**config.mk**
```make
export PLATFORM = sky130hd
export DESIGN_NAME = multicycle_control
export DESIGN_NICKNAME = d
export VERILOG_FILES = /design/src/rtl/multicycle_control.sv
export SDC_FILE = /design/constraint.sdc
export NUM_CORES = 1
export LEC_CHECK = 0
export CAP_MARGIN = 10
export CORE_MARGIN = 2
export CORE_UTILIZATION = 48
export DETAILED_ROUTE_END_ITERATION = 8
export GPL_ROUTABILITY_DRIVEN = 0
export PLACE_DENSITY_LB_ADDON = 0.12
export SETUP_SLACK_MARGIN = 0.05
export SLEW_MARGIN = 20
export SYNTH_ARGS = -nofsm -noshare
export SYNTH_HDL_FRONTEND = slang
export SYNTH_SLANG_ARGS = --single-unit
```
**constraint.sdc**
```tcl
create_clock -name clk -period 4.9 [get_ports clk]
set_clock_uncertainty 0.1 [all_clocks]
set_input_delay 0.49 -clock clk [delete_from_list [all_inputs] [get_ports clk]]
set_output_delay 0.49 -clock clk [all_outputs]
set_load 0.02 [all_outputs]
```
**src/rtl/multicycle_control.sv**
```systemverilog
// -----------------------------------------------------------------------------
// multicycle_control
//
// Control FSM for a shared multicycle MIPS datapath with one ALU and one
// unified memory. Each state issues one datapath operation:
//   FETCH -> DECODE -> (EXEC_R | EXEC_I | MEM_ADDR | BRANCH | JUMP) -> ...
// The FSM stalls in FETCH, MEM_RD and MEM_WR until mem_ready is high, and it
// counts retired instructions.
//
// Parameters
//   CNT_W          width of the retired-instruction counter (wraps)
//
// Ports
//   clk            system clock, rising edge
//   reset          asynchronous, active-low reset
//   OP             IR[31:26], held stable from DECODE until the next FETCH
//   mem_ready      memory access completes this cycle
//   PCWrite        unconditional PC load
//   PCWriteCondEQ  PC load if ALU zero
//   PCWriteCondNE  PC load if ALU not zero
//   IorD           memory address select: 0=PC, 1=ALUOut
//   MemRead        memory read strobe
//   MemWrite       memory write strobe
//   IRWrite        instruction register load
//   MemtoReg       reg write data: 00=ALUOut, 01=MDR, 10=PC
//   RegDst         destination reg: 00=rt, 01=rd, 10=$31
//   RegWrite       register file write
//   ALUSrcA        ALU A: 0=PC, 1=rs
//   ALUSrcB        ALU B: 00=rt, 01=4, 10=sext imm, 11=sext imm<<2
//   ALUOp          000 add, 001 sub, 111 funct, 100 addi, 101 ori,
//                  110 andi, 011 lui
//   PCSource       00=ALU result, 01=ALUOut, 10=jump target
//   state_o        current state encoding (debug)
//   retired        retired-instruction count, wraps mod 2^CNT_W
//   illegal_op     (ILLEGAL_TRAP_EN only) high while parked in TRAP
//
// Build option
//   ILLEGAL_TRAP_EN  when defined, an unsupported opcode parks the FSM in a
//                    sticky TRAP state until reset. When undefined, it is
//                    treated as a NOP that is not counted as retired.
// -----------------------------------------------------------------------------
module multicycle_control #(
  parameter int CNT_W = 16
) (
  input  logic             clk,
  input  logic             reset,
  input  logic [5:0]       OP,
  input  logic             mem_ready,
  output logic             PCWrite,
  output logic             PCWriteCondEQ,
  output logic             PCWriteCondNE,
  output logic             IorD,
  output logic             MemRead,
  output logic             MemWrite,
  output logic             IRWrite,
  output logic [1:0]       MemtoReg,
  output logic [1:0]       RegDst,
  output logic             RegWrite,
  output logic             ALUSrcA,
  output logic [1:0]       ALUSrcB,
  output logic [2:0]       ALUOp,
  output logic [1:0]       PCSource,
  output logic [3:0]       state_o,
`ifdef ILLEGAL_TRAP_EN
  output logic             illegal_op,
`endif
  output logic [CNT_W-1:0] retired
);

  localparam logic [5:0] OP_RTYPE = 6'h00;
  localparam logic [5:0] OP_J     = 6'h02;
  localparam logic [5:0] OP_JAL   = 6'h03;
  localparam logic [5:0] OP_BEQ   = 6'h04;
  localparam logic [5:0] OP_BNE   = 6'h05;
  localparam logic [5:0] OP_ADDI  = 6'h08;
  localparam logic [5:0] OP_ANDI  = 6'h0c;
  localparam logic [5:0] OP_ORI   = 6'h0d;
  localparam logic [5:0] OP_LUI   = 6'h0f;
  localparam logic [5:0] OP_LW    = 6'h23;
  localparam logic [5:0] OP_SW    = 6'h2b;

  typedef enum logic [3:0] {
    IDLE     = 4'd0,
    FETCH    = 4'd1,
    DECODE   = 4'd2,
    EXEC_R   = 4'd3,
    EXEC_I   = 4'd4,
    ALU_WB   = 4'd5,
    MEM_ADDR = 4'd6,
    MEM_RD   = 4'd7,
    LW_WB    = 4'd8,
    MEM_WR   = 4'd9,
    BRANCH   = 4'd10,
`ifdef ILLEGAL_TRAP_EN
    TRAP     = 4'd12,
`endif
    JUMP     = 4'd11
  } state_t;

  state_t state, next_state;
  logic   retire;

  // NOTE: sequential state uses non-blocking assignments so every register
  // samples the pre-edge values of the others.
  always_ff @(posedge clk or negedge reset) begin
    if (!reset) begin
      state <= IDLE;
    end else begin
      state <= next_state;
    end
  end

  always_ff @(posedge clk or negedge reset) begin
    if (!reset) begin
      retired <= '0;
    end else if (retire) begin
      retired <= retired + CNT_W'(1);
    end
  end

  // Outputs are a pure function of the registered state (plus mem_ready in
  // FETCH), so an asynchronous reset forces them to 0 in the same cycle.
  always_comb begin
    // NOTE: every combinational output gets a default first so no path
    // through the case statement can infer a latch.
    next_state    = state;
    retire        = 1'b0;
    PCWrite       = 1'b0;
    PCWriteCondEQ = 1'b0;
    PCWriteCondNE = 1'b0;
    IorD          = 1'b0;
    MemRead       = 1'b0;
    MemWrite      = 1'b0;
    IRWrite       = 1'b0;
    MemtoReg      = 2'b00;
    RegDst        = 2'b00;
    RegWrite      = 1'b0;
    ALUSrcA       = 1'b0;
    ALUSrcB       = 2'b00;
    ALUOp         = 3'b000;
    PCSource      = 2'b00;

    unique case (state)
      IDLE: next_state = FETCH;

      FETCH: begin
        // PC+4 is computed by the ALU while the instruction is read.
        MemRead = 1'b1;
        ALUSrcB = 2'b01;
        IRWrite = mem_ready;
        PCWrite = mem_ready;
        if (mem_ready) next_state = DECODE;
      end

      DECODE: begin
        // Branch target precomputed into ALUOut in case this is a branch.
        ALUSrcB = 2'b11;
        case (OP)
          OP_RTYPE:                         next_state = EXEC_R;
          OP_ADDI, OP_ANDI, OP_ORI, OP_LUI: next_state = EXEC_I;
          OP_LW, OP_SW:                     next_state = MEM_ADDR;
          OP_BEQ, OP_BNE:                   next_state = BRANCH;
          OP_J, OP_JAL:                     next_state = JUMP;
`ifdef ILLEGAL_TRAP_EN
          default:                          next_state = TRAP;
`else
          default:                          next_state = FETCH;
`endif
        endcase
      end

      EXEC_R: begin
        ALUSrcA    = 1'b1;
        ALUOp      = 3'b111;
        next_state = ALU_WB;
      end

      EXEC_I: begin
        ALUSrcA = 1'b1;
        ALUSrcB = 2'b10;
        case (OP)
          OP_ORI:  ALUOp = 3'b101;
          OP_ANDI: ALUOp = 3'b110;
          OP_LUI:  ALUOp = 3'b011;
          default: ALUOp = 3'b100;
        endcase
        next_state = ALU_WB;
      end

      ALU_WB: begin
        RegWrite   = 1'b1;
        RegDst     = (OP == OP_RTYPE) ? 2'b01 : 2'b00;
        retire     = 1'b1;
        next_state = FETCH;
      end

      MEM_ADDR: begin
        ALUSrcA    = 1'b1;
        ALUSrcB    = 2'b10;
        next_state = (OP == OP_SW) ? MEM_WR : MEM_RD;
      end

      MEM_RD: begin
        IorD    = 1'b1;
        MemRead = 1'b1;
        if (mem_ready) next_state = LW_WB;
      end

      LW_WB: begin
        RegWrite   = 1'b1;
        MemtoReg   = 2'b01;
        retire     = 1'b1;
        next_state = FETCH;
      end

      MEM_WR: begin
        IorD     = 1'b1;
        MemWrite = 1'b1;
        if (mem_ready) begin
          retire     = 1'b1;
          next_state = FETCH;
        end
      end

      BRANCH: begin
        ALUSrcA       = 1'b1;
        ALUOp         = 3'b001;
        PCSource      = 2'b01;
        PCWriteCondEQ = (OP == OP_BEQ);
        PCWriteCondNE = (OP == OP_BNE);
        retire        = 1'b1;
        next_state    = FETCH;
      end

      JUMP: begin
        PCWrite  = 1'b1;
        PCSource = 2'b10;
        if (OP == OP_JAL) begin
          RegWrite = 1'b1;
          RegDst   = 2'b10;
          MemtoReg = 2'b10;
        end
        retire     = 1'b1;
        next_state = FETCH;
      end

`ifdef ILLEGAL_TRAP_EN
      TRAP: next_state = TRAP;
`endif

      default: next_state = IDLE;
    endcase
  end

  assign state_o = state;

`ifdef ILLEGAL_TRAP_EN
  assign illegal_op = (state == TRAP);
`endif

endmodule
```
# Word-level counts from Yosys, hierarchy flattened
# Index checks and enable logic that the tools add are counted.
[classes]
add_sub_neg = 1
eq_ne = 24
n_mux = 26
n_reduce_logical = 15
[ops]
columns = ["operator", "count"]
rows = [
  ["$pmux 4 s7", 1],
  ["$eq 6x4->1 const B", 4],
  ["$pmux 4 s5", 1],
  ["$pmux 3 s3", 2],
  ["$add 16x1->16 const B", 1],
  ["$eq 4x3->1 const B", 4],
  ["$eq 4x4->1 const B", 4],
  ["$mux 4", 4],
  ["$reduce_or 2->1", 8],
  ["$eq 6x2->1 const B", 2],
  ["$eq 6x3->1 const B", 2],
  ["$eq 6x6->1 const B", 2],
  ["$pmux 2 s2", 3],
  ["$reduce_or 4->1", 3],
  ["$mux 1", 10],
  ["$eq 4x2->1 const B", 2],
  ["$logic_not 6->1", 1],
  ["$ne 2x2->1 const B", 3],
  ["$pmux 1 s2", 3],
  ["$pmux 2 s3", 1],
  ["$reduce_or 5->1", 1],
  ["$eq 4x1->1 const B", 1],
  ["$logic_not 4->1", 1],
  ["$reduce_and 3->1", 1],
  ["$mux 2", 1],
]
[word_totals]
ff_bits = 20
inputBits = 9
out_inout_bits = 40
elab_cells = 68

# Longest topological paths before layout
# Gate-level depths: netlist of run 1.
[logic_depth]
depth_word = 4
depth_mapped = 6
depth_no_buf = 4

# Least setup slack after synthesis of run 1
# OpenSTA, ideal clock, no wires.
[synth_path]
kind = "input-to-output"
from = "input OP[5]"
to = "output RegWrite"
arrival_time_ns = 2.073
required_time_ns = 4.310
setup_slack_ns = 2.237
cell_stages = 4
n_path_buf = 1
cell_sequence = "clkbuf_1 > or3_1 > nor4_1 > o21bai_1"
[synth_between]
elab_chain_len = 3
[synth_lines]
columns = ["item", "line_no", "rtl"]
rows = [
  ["start, declared", "47", "input logic [5:0] OP,"],
  ["$eq 6x2->1", "238", "if (OP == OP_JAL) begin"],
  ["$mux 1", "238", ""],
  ["$pmux 1 s2", "143", "unique case (state)"],
  ["end, declared", "58", "output logic RegWrite,"],
]
# No other way between the ends.

# Final worst setup path of run 1
[layout_path]
from = "register state[0] (netlist: state_o[0])"
to = "output PCWrite"
[layout_between]
elab_chain_len = 2
elab_cells_between_ends = 3
classes_between = "2 x eq/ne; 1 x mux"
[layout_lines]
columns = ["item", "line_no", "rtl"]
rows = [
  ["start, declared", "100", "state_t state, next_state;"],
  ["start signal, assigned", "109", "state <= next_state;"],
  ["$eq 4x4->1 or $eq 4x1->1 (tied branches)", "143", ""],
  ["$pmux 1 s2 (*)", "143", ""],
  ["end, declared", "49", "output logic PCWrite,"],
]
# Every way passes the cells marked *; elsewhere a longest branch is shown, timed or not.

==> results of run 1 <==
-- worst min-delay path by stage --
| stage | startpoint | endpoint | slack (ns) | depth (start not counted) |
|---|---|---|---|---|
| 2_1_floorplan | reset | retired[0] | 0.09 | 0 |
| 3_3_place_gp | retired[15] | retired[15] | 0.36 | 1 |
| 3_5_place_dp | retired[15] | retired[15] | 0.37 | 1 |
| 4_1_cts | retired[15] | retired[15] | 0.38 | 1 |
| 5_1_grt | retired[15] | retired[15] | 0.43 | 1 |
| 6_report | retired[15] | retired[15] | 0.38 | 1 |
-- flip-flops by register name, summed over array words and instances, names as in the netlist --
register	count
retired	16
state_o	4
-- power by group --
group	total [W]	internal [W]	switching, W	leakage, nW
logic	0.000530	0.000248	0.000281	0.467
clock network	0.0000753	0.0000286	0.0000467	0.0138
registers	0.000284	0.000201	0.0000832	0.263
total	0.000889	0.000478	0.000411	0.744
-- worst register-to-register path, delay by kind of cell, from the launching register on --
family	cells	cell delay, ns
xor+xnor	1	0.21
simple gates	2	0.53
compound gates	1	0.59
flops	1	0.66
-- through the flow --
step	util, %	instance area, sq um	hold WS (ns)	std cells
6_report	68.24	1882	0.3835	230
3_3_place_gp	67.42	1859	0.3601	227
4_1_cts	68.24	1882	0.3838	230
5_1_grt	68.24	1882	0.4324	230
3_5_place_dp	67.42	1859	0.3694	227
2_1_floorplan	-	1403	0.09441	161
-- cell usage in the layout (no fill, tap or decap), drive strengths merged, types with 2 or more instances in the layout --
cell type / netlist / routed
clkdlybuf4s50: 0 / 48
dfrtp: 20 / 20
xnor2: 16 / 16
nand2: 12 / 12
nor2: 10 / 10
nand3: 10 / 10
inv: 6 / 6
nor4: 6 / 6
nand4: 6 / 6
o21ai: 6 / 6
nor2b: 5 / 5
a21oi: 5 / 5
and2: 5 / 5
and3: 4 / 4
nand2b: 4 / 4
nor3: 3 / 3
and4: 3 / 3
clkbuf: 9 / 3
nand3b: 2 / 2
nand4b: 2 / 2
a2111oi: 2 / 2
nor3b: 2 / 2
o22ai: 2 / 2
-- layer usage --
layer | up-vias | global-route usage [%]
li1 | 660 | -
met1 | 667 | 31.53
met2 | 47 | 33.77
met3 | 2 | 5.580
met4 | 0 | 2.658
met5 | - | 0
-- cell type report --
class	instances	area, sq um
fill	237	875.8
timing repair buffer	48	480.5
sequential	20	500.5
tap	31	38.79
clock buffer	3	22.52
multi-input combinational	122	817.0
inverter	6	22.52
-- kinds of logic after synthesis --
family	share of synthesized area (%)
compound gates	13.03
simple gates	32.20
xor+xnor	10.62
fa+ha+maj	0.8919
mux	1.516
flops	35.68
buf+inv	6.066
==> results.json, run 1 <==
{
  "syn-num-nets": 171,
  "hold_viol_final": 0,
  "hold_path_class": "reg2reg",
  "cp-startpoint": "state_o[0]",
  "cts_inserted_buffers": 3,
  "overflow": 0,
  "critPathArrivalTime_ns": 2.65,
  "drt_wl_total_mm": 3.461,
  "pre_cts_ws_ns": 1.705,
  "synth_area_sq_mm": 0.001403,
  "r2r_setup_slack_ns": 2.74,
  "synth_commonest_cells": "dfrtp_1, xnor2_1, nand2_1",
  "maxSlewHeadroom_pct": 40.95,
  "ctsHoldBuffers": 0,
  "grt_antenna_before_repair": 0,
  "clk_pin_slew_ns": 0.11,
  "cp_slowest_cell": "dfrtp_1",
  "maxCapViolCount": 0,
  "syn-instance-count": 161,
  "synth_top_flop_cell": "dfrtp_1",
  "top_layer": "met4",
  "die-area_sq_mm": 0.003370,
  "synth_area_leaders": "dfrtp_1, xnor2_1, nand3_1",
  "cp-endpoint": "PCWrite",
  "slowest_delay_ns": 0.66,
  "drt-pass1-iter-count": 4,
  "cp_top_family": "simple AND/OR/NAND/NOR gates",
  "post-cts-setup-buffers": 0,
  "period_share_pct": 66.07,
  "htree_levels": 1,
  "timing_worst_setup_path_type": "reg2out",
  "rr_worst_depth": 4,
  "antenna_cells": 0,
  "dp_hpwl_mm": 2.615,
  "worst_slack_ns": 1.662,
  "cp_max_fo": 17,
  "p_leak_nw": 0.7440,
  "critPathBufInv": 1,
  "report.final.slew_viol_count": 0,
  "regToRegStartpoint": "state_o[0]",
  "synth.distinct_cells": 46,
  "routed_via_density": 5.983,
  "end_kind": "primary output",
  "first_global_vias": 1216,
  "grt_start_max_net_pins": 21,
  "worst_ir_drop_vdd_mv": 0.4090,
  "cp.depth": 4,
  "yosys.area.top_type": "dfrtp_1",
  "fp.coreArea_sq_mm": 0.002758,
  "dr_wl_met2_mm": 1.692,
  "status": "finished clean",
  "cp_cell_sequence": "nand2b_1 -> or4_1 -> nand2_1 -> clkdlybuf4s50_1",
  "cts.sinks": 20,
  "yosysWarningCount": 0,
  "fmaxAchievable_mhz": 308.9,
  "vias": 1376,
  "cts_tree": "built",
  "grt_pass1_wl_mm": 5.802,
  "synthArstFlopShare_pct": 100.0,
  "die_h_um": 58.06,
  "finalSetupViolCount": 0,
  "syn_to_final_growth_pct": 34.17,
  "die_width_um": 58.06,
  "drt-wirelength-per-cell_um": 15.05,
  "clockBufferDepth": 2,
  "ys_seq_area_share_pct": 35.68,
  "ys_ff_latch": 20,
  "rows": 19,
  "clock_insertion_delay_worst_skew_ns": 0.30,
  "p_per_area_mw_per_mm2": 472.3,
  "power_w": 0.0008888,
  "rsz0062_at_grt": "no",
  "wl_met3_um": 215,
  "fin_setup_tns_ns": 0,
  "drt_iter0_drc": 46,
  "syn_area_per_cell_sq_um": 8.712,
  "required_ns": 4.31,
  "period_minus_slack_ns": 3.238,
  "initial_utilization_pct": 50.86,
  "port_buffers": 48,
  "cts_root_buf": "clkbuf_4",
  "final_layout_size_suffix_gt1_share_pct": 4.020,
  "met1_length_mm": 1.543,
  "yosysMostFrequentCell": "dfrtp_1",
  "drc": 0,
  "synth-edff-count": 0,
  "grt_usage_pct": 21.72,
  "worstSetupStartpointType": "flop",
  "post_cts_resized": 0,
  "nets": 211,
  "ant_nets": 0,
  "r2r-end": "retired[14]",
  "tightest_slew_ns": 0.8830,
  "synth_top_area_share_pct": 35.68,
  "io-pin-count": 49
}
Note: power is estimated with default switching activity, not from simulation.
==> run 2, diff against run 1 <==
--- a/config.mk
+++ b/config.mk
@@ -7,7 +7,7 @@
 export LEC_CHECK = 0
 export CAP_MARGIN = 10
 export CORE_MARGIN = 2
-export CORE_UTILIZATION = 48
+export CORE_UTILIZATION = 45
 export DETAILED_ROUTE_END_ITERATION = 8
 export GPL_ROUTABILITY_DRIVEN = 0
 export PLACE_DENSITY_LB_ADDON = 0.12
==> constraint.sdc (replaced) <==
create_clock -name clk -period 3.3 [get_ports clk]
set_clock_uncertainty 0.1 [all_clocks]
set_input_delay 0.33 -clock clk [delete_from_list [all_inputs] [get_ports clk]]
set_output_delay 0.33 -clock clk [all_outputs]
set_load 0.02 [all_outputs]
==> run 2 against run 1 <==
  * Wire length rose by 1.9%
  * Clock power up 83%
  * Clock-buffer cell count up 1
  * Cell count is 1.7% higher
  * Via count fell by 1.4%
  * Cell area grew 1.3%
  * Largest cell class unchanged
==> results.json, run 2 (same netlist as run 1, synthesis figures left out) <==
{
  "first_global_vias": 1210,
  "fin_area_sq_mm": 0.001906,
  "nFillCells": 264,
  "drt_iter0_drc": 49,
  "cp-startpoint": "state_o[3]",
  "final_layout_size_suffix_gt1_share_pct": 4.975,
  "r2r-end": "retired[9]",
  "worst_ir_drop_vdd_mv": 0.3657,
  "worstSetupStartpointType": "flop",
  "period_minus_slack_ns": 2.948,
  "post_cts_resized": 0,
  "maxCapViolCount": 0,
  "cts.sinks": 20,
  "placed_cells": 230,
  "drt-wirelength-per-cell_um": 15.07,
  "cp_max_fo": 19,
  "overflow": 0,
  "rr_worst_depth": 5,
  "p_int_w": 0.0007439,
  "mostFrequentLayoutCells": "clkdlybuf4s50_1, dfrtp_1, xnor2_1, nand2_1",
  "cp.depth": 4,
  "cp_cell_sequence": "nand4b_1 -> nor4_1 -> o21bai_1 -> clkdlybuf4s50_1",
  "r2r_setup_slack_ns": 1.19,
  "die_h_um": 59.83,
  "cts_tree": "built",
  "placed_area_sq_mm": 0.001869,
  "cts_inserted_buffers": 3,
  "cp_top_family": "simple AND/OR/NAND/NOR gates",
  "critPathBufInv": 1,
  "htree_levels": 1,
  "required_ns": 2.87,
  "regToRegStartpoint": "state_o[0]",
  "grt_start_max_net_pins": 21,
  "routed_via_density": 5.799,
  "cp-endpoint": "RegWrite",
  "die_width_um": 59.83,
  "die-area_sq_mm": 0.003580,
  "p_per_area_mw_per_mm2": 717.5,
  "critPathArrivalTime_ns": 2.52,
  "drt-pass1-iter-count": 4,
  "grt_antenna_before_repair": 0,
  "tightest_slew_ns": 0.8588,
  "swShare_pct": 45.59,
  "final_common_cell": "clkdlybuf4s50_1",
  "p_leak_nw": 0.7560,
  "status": "finished clean",
  "clock_power_share_pct": 10.1,
  "initial_utilization_pct": 46.71,
  "ant_nets": 0,
  "ctsHoldBuffers": 0,
  "pwr-share-comb_pct": 58.7,
  "cts_root_buf": "clkbuf_4",
  "pre_cts_ws_ns": 0.4520,
  "nets": 212,
  "p_seq_share_pct": 31.2,
  "finalSetupViolCount": 0,
  "drt_wl_total_mm": 3.526,
  "slowest_delay_ns": 0.71,
  "post-cts-setup-buffers": 0,
  "hold_path_class": "reg2reg",
  "maxSlewHeadroom_pct": 42.56,
  "io-pin-count": 49,
  "period_share_pct": 89.33,
  "p_sw_w": 0.0006233,
  "end_kind": "primary output",
  "rsz0062_at_grt": "no",
  "rows": 20,
  "dp_hpwl_mm": 2.599,
  "drc": 0,
  "clockBufferDepth": 2,
  "antenna_cells": 0,
  "largest_register_ffs": 16,
  "port_buffers": 48,
  "timing_worst_setup_path_type": "reg2out",
  "grt_usage_pct": 20.70,
  "worst_slack_ns": 0.3523,
  "largest_register": "retired",
  "fp.coreArea_sq_mm": 0.003003,
  "fmaxAchievable_mhz": 339.2,
  "grt_pass1_wl_mm": 5.789,
  "cp_slowest_cell": "dfrtp_1",
  "clock_insertion_delay_worst_skew_ns": 0.30,
  "fin_setup_tns_ns": 0,
  "report.final.slew_viol_count": 0,
  "syn_to_final_growth_pct": 35.86,
  "hold_viol_final": 0,
  "vias": 1357,
  "instances_no_fill": 234,
  "clk_pin_slew_ns": 0.11
}
[run 2: metrics by stage]
step / total power [W] / util [%] / hold WS, ns
2_1_floorplan: 0.0008856 / - / -0.06559
3_3_place_gp: 0.001204 / 62.25 / 0.3599
3_5_place_dp: 0.001232 / 62.25 / 0.3728
4_1_cts: 0.001375 / 63.46 / 0.3887
5_1_grt: 0.001462 / 63.46 / 0.4106
6_report: 0.001367 / 63.46 / 0.3830
[run 2: worst min-delay path by stage]
stage | from | endpoint | slack (ns) | depth (start not counted)
after global placement | retired[15] | retired[15] | 0.36 | 1
after floorplan | reset | retired[0] | -0.07 | 0
after CTS | retired[15] | retired[15] | 0.39 | 1
after global routing | retired[15] | retired[15] | 0.41 | 1
after detailed placement | retired[15] | retired[15] | 0.37 | 1
final | retired[15] | retired[15] | 0.38 | 1
[run 2: layout make-up]
type                    instances  area [sq um]  area share [%]
multi-input cells             122         817.0           42.88
flip-flops and latches         20         500.5           26.26
repair buffers                 49         488.0           25.61
well taps                      33         41.29           2.167
clock buffers                   4         36.28           1.904
inverters                       6         22.52           1.182
[run 2: metal layers]
metal  up-vias  GRT usage, %  routed length (um)
li1        654             -                   -
met1       658         30.76                1635
met2        43         31.21                1700
met3         2         4.113                 178
met4         0         4.127                  10
met5         -             0                   0
[run 2: power by group through the flow]
stage          Sequential (W)  Clock [W]  Combinational [W]
6_report             0.000426   0.000138           0.000803
5_1_grt              0.000441   0.000151           0.000871
4_1_cts              0.000423   0.000144           0.000808
3_5_place_dp         0.000428          0           0.000804
3_3_place_gp         0.000419          0           0.000785
2_1_floorplan        0.000428          0           0.000457
